### src/rtl/enc_period_meas_pkg.sv
// rtl/enc_period_meas_pkg.sv - shared period width, saturation value, state encoding, quadrature helper
package enc_period_meas_pkg;

  localparam int ENC_PERIOD_W = 26;
  localparam logic [ENC_PERIOD_W-1:0] ENC_SAT = 26'h3FFFFFF;

  typedef enum logic [1:0] {
    ST_IDLE  = 2'd0,
    ST_MEAS  = 2'd1,
    ST_STALL = 2'd2
  } enc_state_e;

  // Forward successor of a {B,A} pair in the Gray sequence 00->01->11->10
  function automatic logic [1:0] quad_next(input logic [1:0] ba);
    case (ba)
      2'b00:   quad_next = 2'b01;
      2'b01:   quad_next = 2'b11;
      2'b11:   quad_next = 2'b10;
      default: quad_next = 2'b00;
    endcase
  endfunction

endpackage

### src/rtl/enc_input_filter.sv
// rtl/enc_input_filter.sv - 2-FF synchronizer plus FILT_LEN-cycle stability filter for one encoder pin
module enc_input_filter
  import enc_period_meas_pkg::*;
#(
  parameter int FILT_LEN = 3
) (
  input  logic clk_i,
  input  logic rst_i,
  input  logic pin_i,
  output logic filt_o
);

  logic       sync1_q, sync2_q;
  logic       filt_q, filt_d;
  logic [3:0] cnt_q, cnt_d;

  // cnt_q counts consecutive cycles in which the synchronized level disagrees with filt_q
  always_comb begin
    filt_d = filt_q;
    cnt_d  = 4'd0;
    if (sync2_q != filt_q) begin
      if (cnt_q == 4'(FILT_LEN - 1)) begin
        filt_d = sync2_q;
      end else begin
        cnt_d = cnt_q + 4'd1;
      end
    end
  end

  always_ff @(posedge clk_i or posedge rst_i) begin
    if (rst_i) begin
      sync1_q <= 1'b0;
      sync2_q <= 1'b0;
      filt_q  <= 1'b0;
      cnt_q   <= 4'd0;
    end else begin
      sync1_q <= pin_i;
      sync2_q <= sync1_q;
      filt_q  <= filt_d;
      cnt_q   <= cnt_d;
    end
  end

  assign filt_o = filt_q;

endmodule

### src/rtl/enc_period_meas.sv
// rtl/enc_period_meas.sv - quadrature position tracking and channel-A period measurement with ready strobe
module enc_period_meas
  import enc_period_meas_pkg::*;
#(
  parameter int                      CLK_DIV  = 1,
  parameter int                      FILT_LEN = 3,
  parameter logic [ENC_PERIOD_W-1:0] SAT_VAL  = ENC_SAT
) (
  input  logic                    clk,
  input  logic                    reset,
  input  logic                    enc_a,
  input  logic                    enc_b,
  input  logic                    enable,
  input  logic                    err_clr,
  output logic [ENC_PERIOD_W-1:0] enc_fb,
  output logic                    enc_dir_fb,
  output logic                    enc_val_ready,
  output logic [31:0]             enc_pos,
  output logic                    enc_err
);

  localparam int PW = (CLK_DIV > 1) ? $clog2(CLK_DIV) : 1;

  logic                    a_f, b_f;
  enc_state_e              state_q, state_d;
  logic                    a_prev_q, b_prev_q;
  logic [PW-1:0]           presc_q, presc_d;
  logic [ENC_PERIOD_W-1:0] cnt_q, cnt_d, fb_q, fb_d;
  logic                    dir_q, dir_d, dir_fb_q, dir_fb_d, rdy_q, rdy_d, err_q, err_d;
  logic [31:0]             pos_q, pos_d;
  logic                    edge_a, edge_dir, tick;
  logic [1:0]              ba_prev, ba_cur;

  enc_input_filter #(.FILT_LEN(FILT_LEN)) u_filt_a (
    .clk_i(clk), .rst_i(reset), .pin_i(enc_a), .filt_o(a_f)
  );
  enc_input_filter #(.FILT_LEN(FILT_LEN)) u_filt_b (
    .clk_i(clk), .rst_i(reset), .pin_i(enc_b), .filt_o(b_f)
  );

  assign ba_prev  = {b_prev_q, a_prev_q};
  assign ba_cur   = {b_f, a_f};
  assign edge_a   = a_f & ~a_prev_q;
  assign edge_dir = ~b_f;
  assign tick     = (presc_q == PW'(CLK_DIV - 1));

  always_comb begin
    pos_d = pos_q;
    err_d = err_q & ~err_clr;
    if (ba_cur != ba_prev) begin
      if (ba_cur == ~ba_prev) begin
        err_d = 1'b1;
      end else if (ba_cur == quad_next(ba_prev)) begin
        pos_d = pos_q + 32'd1;
      end else begin
        pos_d = pos_q - 32'd1;
      end
    end
  end

  always_comb begin
    state_d  = state_q;
    cnt_d    = cnt_q;
    presc_d  = tick ? '0 : presc_q + PW'(1);
    dir_d    = dir_q;
    fb_d     = fb_q;
    dir_fb_d = dir_fb_q;
    rdy_d    = 1'b0;
    if (tick && (cnt_q != SAT_VAL)) begin
      cnt_d = cnt_q + ENC_PERIOD_W'(1);
    end
    if (!enable) begin
      state_d = ST_IDLE;
      cnt_d   = '0;
    end else begin
      case (state_q)
        ST_IDLE: begin
          cnt_d = '0;
          if (edge_a) begin
            state_d = ST_MEAS;
            cnt_d   = ENC_PERIOD_W'(1);
            presc_d = '0;
            dir_d   = edge_dir;
          end
        end
        ST_MEAS: begin
          if (edge_a) begin
            rdy_d    = 1'b1;
            fb_d     = (edge_dir == dir_q) ? cnt_q : SAT_VAL;
            dir_fb_d = edge_dir;
            cnt_d    = ENC_PERIOD_W'(1);
            presc_d  = '0;
            dir_d    = edge_dir;
          end else if ((cnt_q == SAT_VAL) && !rdy_q) begin
            // Stalled: publish the freeze value once; the strobe never repeats back-to-back
            rdy_d    = 1'b1;
            fb_d     = SAT_VAL;
            dir_fb_d = dir_q;
            state_d  = ST_STALL;
          end
        end
        ST_STALL: begin
          if (edge_a) begin
            state_d = ST_MEAS;
            cnt_d   = ENC_PERIOD_W'(1);
            presc_d = '0;
            dir_d   = edge_dir;
          end
        end
        default: state_d = ST_IDLE;
      endcase
    end
  end

  always_ff @(posedge clk or posedge reset) begin
    if (reset) begin
      state_q  <= ST_IDLE;
      a_prev_q <= 1'b0;
      b_prev_q <= 1'b0;
      presc_q  <= '0;
      cnt_q    <= '0;
      fb_q     <= SAT_VAL;
      dir_q    <= 1'b0;
      dir_fb_q <= 1'b0;
      rdy_q    <= 1'b0;
      err_q    <= 1'b0;
      pos_q    <= 32'd0;
    end else begin
      state_q  <= state_d;
      a_prev_q <= a_f;
      b_prev_q <= b_f;
      presc_q  <= presc_d;
      cnt_q    <= cnt_d;
      fb_q     <= fb_d;
      dir_q    <= dir_d;
      dir_fb_q <= dir_fb_d;
      rdy_q    <= rdy_d;
      err_q    <= err_d;
      pos_q    <= pos_d;
    end
  end

  assign enc_fb        = fb_q;
  assign enc_dir_fb    = dir_fb_q;
  assign enc_val_ready = rdy_q;
  assign enc_pos       = pos_q;
  assign enc_err       = err_q;

endmodule

### config.mk
export PLATFORM = sky130hd
export DESIGN_NAME = enc_period_meas
export DESIGN_NICKNAME = d
export VERILOG_FILES = /design/src/rtl/enc_period_meas_pkg.sv /design/src/rtl/enc_input_filter.sv /design/src/rtl/enc_period_meas.sv
export SDC_FILE = /design/constraint.sdc
export NUM_CORES = 1
export LEC_CHECK = 0
export CORE_MARGIN = 1
export CORE_UTILIZATION = 35
export CTS_BUF_LIST = sky130_fd_sc_hd__clkbuf_4 sky130_fd_sc_hd__clkbuf_8 sky130_fd_sc_hd__clkbuf_16
export CTS_CLUSTER_DIAMETER = 60
export DETAILED_ROUTE_END_ITERATION = 16
export HOLD_SLACK_MARGIN = 0.03
export PLACE_DENSITY = 0.53
export SLEW_MARGIN = 5
export SYNTH_ARGS = -nofsm -noshare
export SYNTH_HDL_FRONTEND = slang
export SYNTH_SLANG_ARGS = --single-unit
### constraint.sdc
create_clock -name clk -period 3.92 [get_ports clk]
set_input_delay 0.784 -clock clk [delete_from_list [all_inputs] [get_ports clk]]
set_output_delay 0.784 -clock clk [all_outputs]
set_load 0.005 [all_outputs]
==> results by group, run 1 <==
Final layout
  • Syn-to-layout area delta: 20.71%
  • Most frequent cells in the layout: dfrtp_1 (80), nor2_1 (72), clkdlybuf4s50_1 (66), nand2_1 (51), a21oi_1 (50)
  • Commonest non-fill, non-tap cell in the layout: dfrtp_1
  • Nets: 744
  • Area of the multi-input gates: 3191 sq um
  • FF+latch area: 2685 sq um
  • Ant diodes: 0
  • Fill cells: 1,651
  • Final core occ: 0.4371
  • Layout cells sized above 1: 0.1001

Yosys
  • Post-synth top flop: dfrtp_1
  • Yosys top cell by area: dfrtp_1
  • Syn Nets: 677
  • Count of cell types in the netlist: 55
  • Synth Warn #: 0
  • Post-synthesis cell count: 627
  • Ys async rst share: 1.000
  • Yosys top cell area share: 0.3310
  • Seq/Total Area, Yosys: 0.4439
  • Cell Area, Synth: 6048 sq um
  • Syn avg cell area: 9.646 sq um
  • Post-synth EDFFs: 0
  • Synth top area cells: dfrtp_1 (33%), dfstp_2 (11%), ha_1 (8.9%), xor2_1 (4.5%), nor2_1 (4.5%)
  • Yosys reg bits: 106

CTS
  • Clk root buf: clkbuf_16
  • CTS tree: built
  • TritonCTS Sinks: 106
  • Clock buffer depth: 2
  • CTS buffer count: 9
  • Clk slew on worst S/H paths: 0.07 ns
  • Resized cells post-CTS: 0
  • Hold-fix buffers at CTS: 0
  • Total setup buffers inserted after CTS: 0
  • Clock Latency Late Sink: 0.36 ns
  • H-tree levels: 3

Global route
  • Largest net degree at the start of global routing: 58
  • First-pass GRT wire length: 23,640 um
  • Initial antenna violation count: 0
  • Overall Global Routing Usage: 0.1650
  • Vias in the first global route: 4,942
  • Grt ovf: 0

Timing
  • Endpoints failing hold: 0
  • Final worst path period share: 0.9045
  • Final Slew Violations: 0
  • Worst Tran Pin Value: 1.098 ns
  • Post-layout min period: 3.546 ns
  • Final Skew: 0.01291 ns
  • Max frequency: 282.0 MHz
  • RSZ-0062 raised after global routing: false
  • Relative slew margins: 0.2634
  • Endpoints failing setup: 0
  • Sum Neg Setup Slack: 0 ns

Drt
  • Vias: 4,789
  • DRT iter0 DRCs: 208
  • Drt pass-1 iters: 4
  • DRC errors left: 0
  • DR WL/cell: 14.66 um
  • Vias per cell: 5.211
  • Antenna viol nets, final: 0
  • Final wirelength: 13,470 um

Flow run
  • Max-Cap Viols: 0

Floorplanning
  • Row count: 47
  • Die height: 133.5 um
  • Initial core utilization: 0.3622
  • Die width: 133.5 um
  • Die area: 17,810 sq um
  • Core Footprint: 16,700 sq um
  • Io pins: 67

Setup path
  • Worst Setup Path Type: reg2reg
  • CP startpoint kind: flop
  • Worst Path Required: 4.17 ns
  • Crit-path max FO: 7
  • Data arrival time of the critical path: 3.80 ns
  • CP Launch Point: u_filt_a.filt_o$_DFFE_PP0P_
  • CP endpoint kind: flop
  • FF-to-FF Start: u_filt_a.filt_o$_DFFE_PP0P_

Worst hold path
  • Hold Startpoint: u_filt_a.sync1_q$_DFF_PP0_
  • Min-delay worst type: reg2reg

Place
  • Post-DP HPWL: 9803 um
  • GPL Wtd Cong: 0.8803
  • # port buffers: 66

Outcome
  • Outcome: complete, no violations
==> per-stage QoR <==
step / hold WS, ns / cell area (sq um) / setup slack, ns / cells
final: 0.3498 / 7301 / 0.3743 / 919
after global routing: 0.3667 / 7301 / 0.004883 / 919
after CTS: 0.3527 / 7301 / 0.3237 / 919
after detailed placement: 0.3364 / 7010 / 0.3544 / 903
after global placement: 0.3401 / 7010 / 0.4910 / 903
after floorplan: 0.3312 / 6048 / 0.1181 / 627
==> Yosys cell counts (all sizes together), types with 4 or more instances <==
library cell	number
dfrtp	80
nor2	72
nand2	51
a21oi	50
ha	43
xor2	31
inv	29
o21ai	29
xnor2	28
dfstp	26
o22a	24
nand3	21
clkbuf	17
nor3	12
and3	11
a21o	8
a31oi	8
nand4	8
o31ai	8
nor2b	7
nor4	7
o211ai	5
or3	5
a211oi	4
and2	4
==> state kept, by name, indices dropped and copies added, names as in the netlist <==
name	cells
enc_err	1
u_filt_a.sync2_q	1
u_filt_a.sync1_q	1
enc_val_ready	1
enc_dir_fb	1
u_filt_b.cnt_q	4
u_filt_a.cnt_q	4
u_filt_b.sync1_q	1
u_filt_b.sync2_q	1
a_prev_q	1
dir_q	1
enc_pos	32
enc_fb	26
cnt_q	26
state_q	2
b_prev_q	1
u_filt_a.filt_o	1
u_filt_b.filt_o	1
==> per-layer routing <==
layer / wire (um) / vias to the layer above / track usage / share of wire
li1: - / 2368 / - / -
met4: 284 / 0 / 0.06944 / 0.021
met2: 6529 / 104 / 0.2784 / 0.48
met5: 0 / - / 0 / 0
met3: 571 / 19 / 0.02588 / 0.042
met1: 6087 / 2298 / 0.2098 / 0.45
==> final cells by class <==
type,instances,share of cell area
well taps,220,0.03770
repair buffers,76,0.1025
inverters,29,0.01525
clock buffers,10,0.03188
flip-flops and latches,106,0.3678
clock inverters,6,0.007883
multi-input cells,472,0.4370
==> critical path: stages (launching register included) <==
cell,delay (ns)
dfrtp_1,0.44
xor2_1,0.18
nand2_1,0.21
inv_1,0.16
fa_1,0.42
nor2b_1,0.16
o211ai_1,0.14
a211oi_2,0.27
nor4_1,0.08
buf_4,0.15
or3_1,0.39
a21oi_1,0.28
o211ai_1,0.16
and3_1,0.20
o31ai_1,0.21
==> worst paths after layout <==
kind                                               to  slack, ns  cells past startpoint
setup reg to reg              enc_pos[30]$_DFFE_PP0P_       0.37                     14
max in group asynchronous      enc_fb[16]$_DFFE_PP1P_       2.24                      3
min in group asynchronous      enc_pos[0]$_DFFE_PP0P_       0.92                      2
hold / removal             u_filt_a.sync2_q$_DFF_PP0_       0.35                      0
setup / recovery              enc_pos[30]$_DFFE_PP0P_       0.37                     14
hold reg to reg            u_filt_a.sync2_q$_DFF_PP0_       0.35                      0
==> cells by family after synthesis <==
family	share of synthesized area
simple gates	0.1574
compound gates	0.1812
buf+inv	0.03103
xor+xnor	0.08544
fa+ha+maj	0.09226
flops	0.4439
mux	0.008688
Power of run 1 is not shown: default switching activity piles up to over one toggle a cycle in this logic, so the estimate is an artifact.
==> run 2: changes to the inputs <==
--- a/config.mk
+++ b/config.mk
@@ -12,6 +12,7 @@
 export DETAILED_ROUTE_END_ITERATION = 16
 export HOLD_SLACK_MARGIN = 0.03
 export PLACE_DENSITY = 0.53
+export SETUP_SLACK_MARGIN = 0.4
 export SLEW_MARGIN = 5
 export SYNTH_ARGS = -nofsm -noshare
 export SYNTH_HDL_FRONTEND = slang
==> constraint.sdc (replaced) <==
create_clock -name clk -period 3.92 [get_ports clk]
set_input_delay 0.588 -clock clk [delete_from_list [all_inputs] [get_ports clk]]
set_output_delay 0.588 -clock clk [all_outputs]
set_load 0.005 [all_outputs]
==> run 2 against run 1 <==
Compared with the run above:
- final cell count rose by 0.11%
- sequential share of layout area fell by 0.44 points
- utilization rose by 0.55 points
- critical path type unchanged
- highest routed layer unchanged
==> results by group, run 2 (synthesis results as in run 1) <==
Outcome
  • Outcome: complete, no violations

Global route
  • Overall Global Routing Usage: 0.1610 (-0.003998)
  • Grt ovf: 0 (unchanged)
  • First-pass GRT wire length: 23,160 um (-2.0%)
  • Largest net degree at the start of global routing: 56 (-3.4%)
  • Vias in the first global route: 4,747 (-3.9%)
  • Initial antenna violation count: 0 (unchanged)

Setup path
  • Reg2Reg Setup Slack: 0.62 ns (+0.24 ns)
  • Crit-path max FO: 15 (+8)
  • Worst Setup Path Type: reg2reg
  • CP endpoint kind: flop
  • Data arrival time of the critical path: 3.55 ns (-0.25 ns)
  • CP startpoint kind: flop
  • Worst Path Required: 4.17 ns (about the same)

Floorplanning
  • Die height: 133.5 um (unchanged)
  • Die width: 133.5 um (unchanged)
  • Initial core utilization: 0.3622 (unchanged)
  • Row count: 47 (unchanged)
  • Die area: 17,810 sq um (unchanged)
  • Io pins: 67 (unchanged)
  • Core Footprint: 16,700 sq um (unchanged)

Drt
  • Drt pass-1 iters: 4 (unchanged)
  • DR WL/cell: 14.74 um (+0.52%)
  • DRC errors left: 0 (unchanged)
  • Antenna viol nets, final: 0 (unchanged)
  • Final wirelength: 13,560 um (+0.63%)
  • Vias: 4,743 (-0.96%)
  • Vias per cell: 5.155 (-1.1%)
  • DRT iter0 DRCs: 242 (+16%)

Flow run
  • Max-Cap Viols: 0 (unchanged)

Place
  • Post-DP HPWL: 9867 um (+0.65%)
  • # port buffers: 66 (unchanged)
  • GPL Wtd Cong: 0.8660 (-1.6%)
  • Placed cell areas: 6998 sq um (-0.18%)

CTS
  • CTS tree: built
  • Clk slew on worst S/H paths: 0.07 ns (about the same)
  • Clk root buf: clkbuf_16
  • TritonCTS Sinks: 106 (unchanged)
  • H-tree levels: 3 (unchanged)
  • CTS buffer count: 9 (unchanged)
  • Clock buffer depth: 2 (unchanged)
  • Clock Latency Late Sink: 0.36 ns (about the same)
  • Hold-fix buffers at CTS: 0 (unchanged)

Timing
  • Post-layout min period: 3.302 ns (-0.2439 ns)
  • RSZ-0062 raised after global routing: false
  • Max frequency: 302.9 MHz (+7.4%)
  • Final Skew: 0.008520 ns (-0.004390 ns)
  • Worst Tran Pin Value: 0.7021 ns (-0.3955 ns)
  • Endpoints failing setup: 0 (unchanged)
  • Final Slew Violations: 0 (unchanged)
  • Sum Neg Setup Slack: 0 ns (unchanged)
  • Final worst path period share: 0.8423 (-0.06222)
  • Relative slew margins: 0.5320 (+0.2685)
  • Endpoints failing hold: 0 (unchanged)

Final layout
  • Syn-to-layout area delta: 22.22%
  • Nets: 745 (+0.13%)
  • FF+latch area: 2686 sq um (about the same)
  • Fill cells: 1,600 (-3.1%)
  • Layout cells sized above 1: 0.1157 (+0.01557)
  • Area of the multi-input gates: 3243 sq um (+1.6%)
  • Ant diodes: 0 (unchanged)
  • Max reg flops: 32 (unchanged)
  • Final instance area: 7392 sq um (+1.3%)
  • Commonest non-fill, non-tap cell in the layout: dfrtp_1
  • Most frequent cells in the layout: dfrtp_1 (79), nor2_1 (72), clkdlybuf4s50_1 (66), nand2_1 (50), a21oi_1 (47)

Worst hold path
  • Min-delay worst type: reg2reg
==> run 2: metrics by stage <==
| step | cells | utilization | setup WS [ns] | hold slack (ns) |
|---|---|---|---|---|
| 3_5_place_dp | 901 | 0.4190 | 0.4938 | 0.3370 |
| 2_1_floorplan | 627 | - | 0.4420 | 0.3312 |
| 3_3_place_gp | 901 | 0.4190 | 0.5372 | 0.3403 |
| 6_report | 920 | 0.4426 | 0.6182 | 0.3521 |
| 5_1_grt | 920 | 0.4426 | 0.4036 | 0.3685 |
| 4_1_cts | 917 | 0.4382 | 0.4616 | 0.3543 |
==> run 2: worst paths after layout <==
path | startpoint | endpoint | cells after the start
worst max register to register | u_filt_b.filt_o$_DFFE_PP0P_ | enc_pos[31]$_DFFE_PP0P_ | 12
min in group asynchronous | reset | enc_pos[0]$_DFFE_PP0P_ | 2
max in group asynchronous | reset | enc_fb[23]$_DFFE_PP1P_ | 3
worst max-delay path | u_filt_b.filt_o$_DFFE_PP0P_ | enc_pos[31]$_DFFE_PP0P_ | 12
worst min-delay path | u_filt_a.sync1_q$_DFF_PP0_ | u_filt_a.sync2_q$_DFF_PP0_ | 0
worst min register to register | u_filt_a.sync1_q$_DFF_PP0_ | u_filt_a.sync2_q$_DFF_PP0_ | 0
==> run 2: area by class of cell <==
| class | count | area share |
|---|---|---|
| clock buffers | 9 | 0.03047 |
| clock inverters | 7 | 0.01286 |
| inverters | 29 | 0.01506 |
| multi-input cells | 472 | 0.4387 |
| flip-flops and latches | 106 | 0.3634 |
| well taps | 220 | 0.03724 |
| repair buffers | 77 | 0.1022 |
==> run 2: critical path: stages (launching register included) <==
cell and delay (ns):
dfrtp_2 0.47, xnor2_1 0.20, nand2_2 0.15, buf_4 0.24
ha_1 0.39, nand2_1 0.14, nor3_1 0.24, nor3_1 0.11
o31ai_1 0.31, a41oi_2 0.13, o311ai_2 0.37, nand2_1 0.15
a2111oi_2 0.31
==> run 2: routing by layer <==
metal  vias to the layer above  GRT usage  wire, um
li1                       2367          -         -
met1                      2291     0.2029      6110
met2                        72     0.2813      6790
met3                        13    0.03311       503
met4                         0    0.03788       153
met5                         -          0         0
==> run 2: what timing repair did <==
action / CTS / global route
endpoints found under the setup margin: 0 / 8
gates resized for setup: 0 / 10
buffers inserted: 0 / 3
Power of run 2 is left out for the same reason.
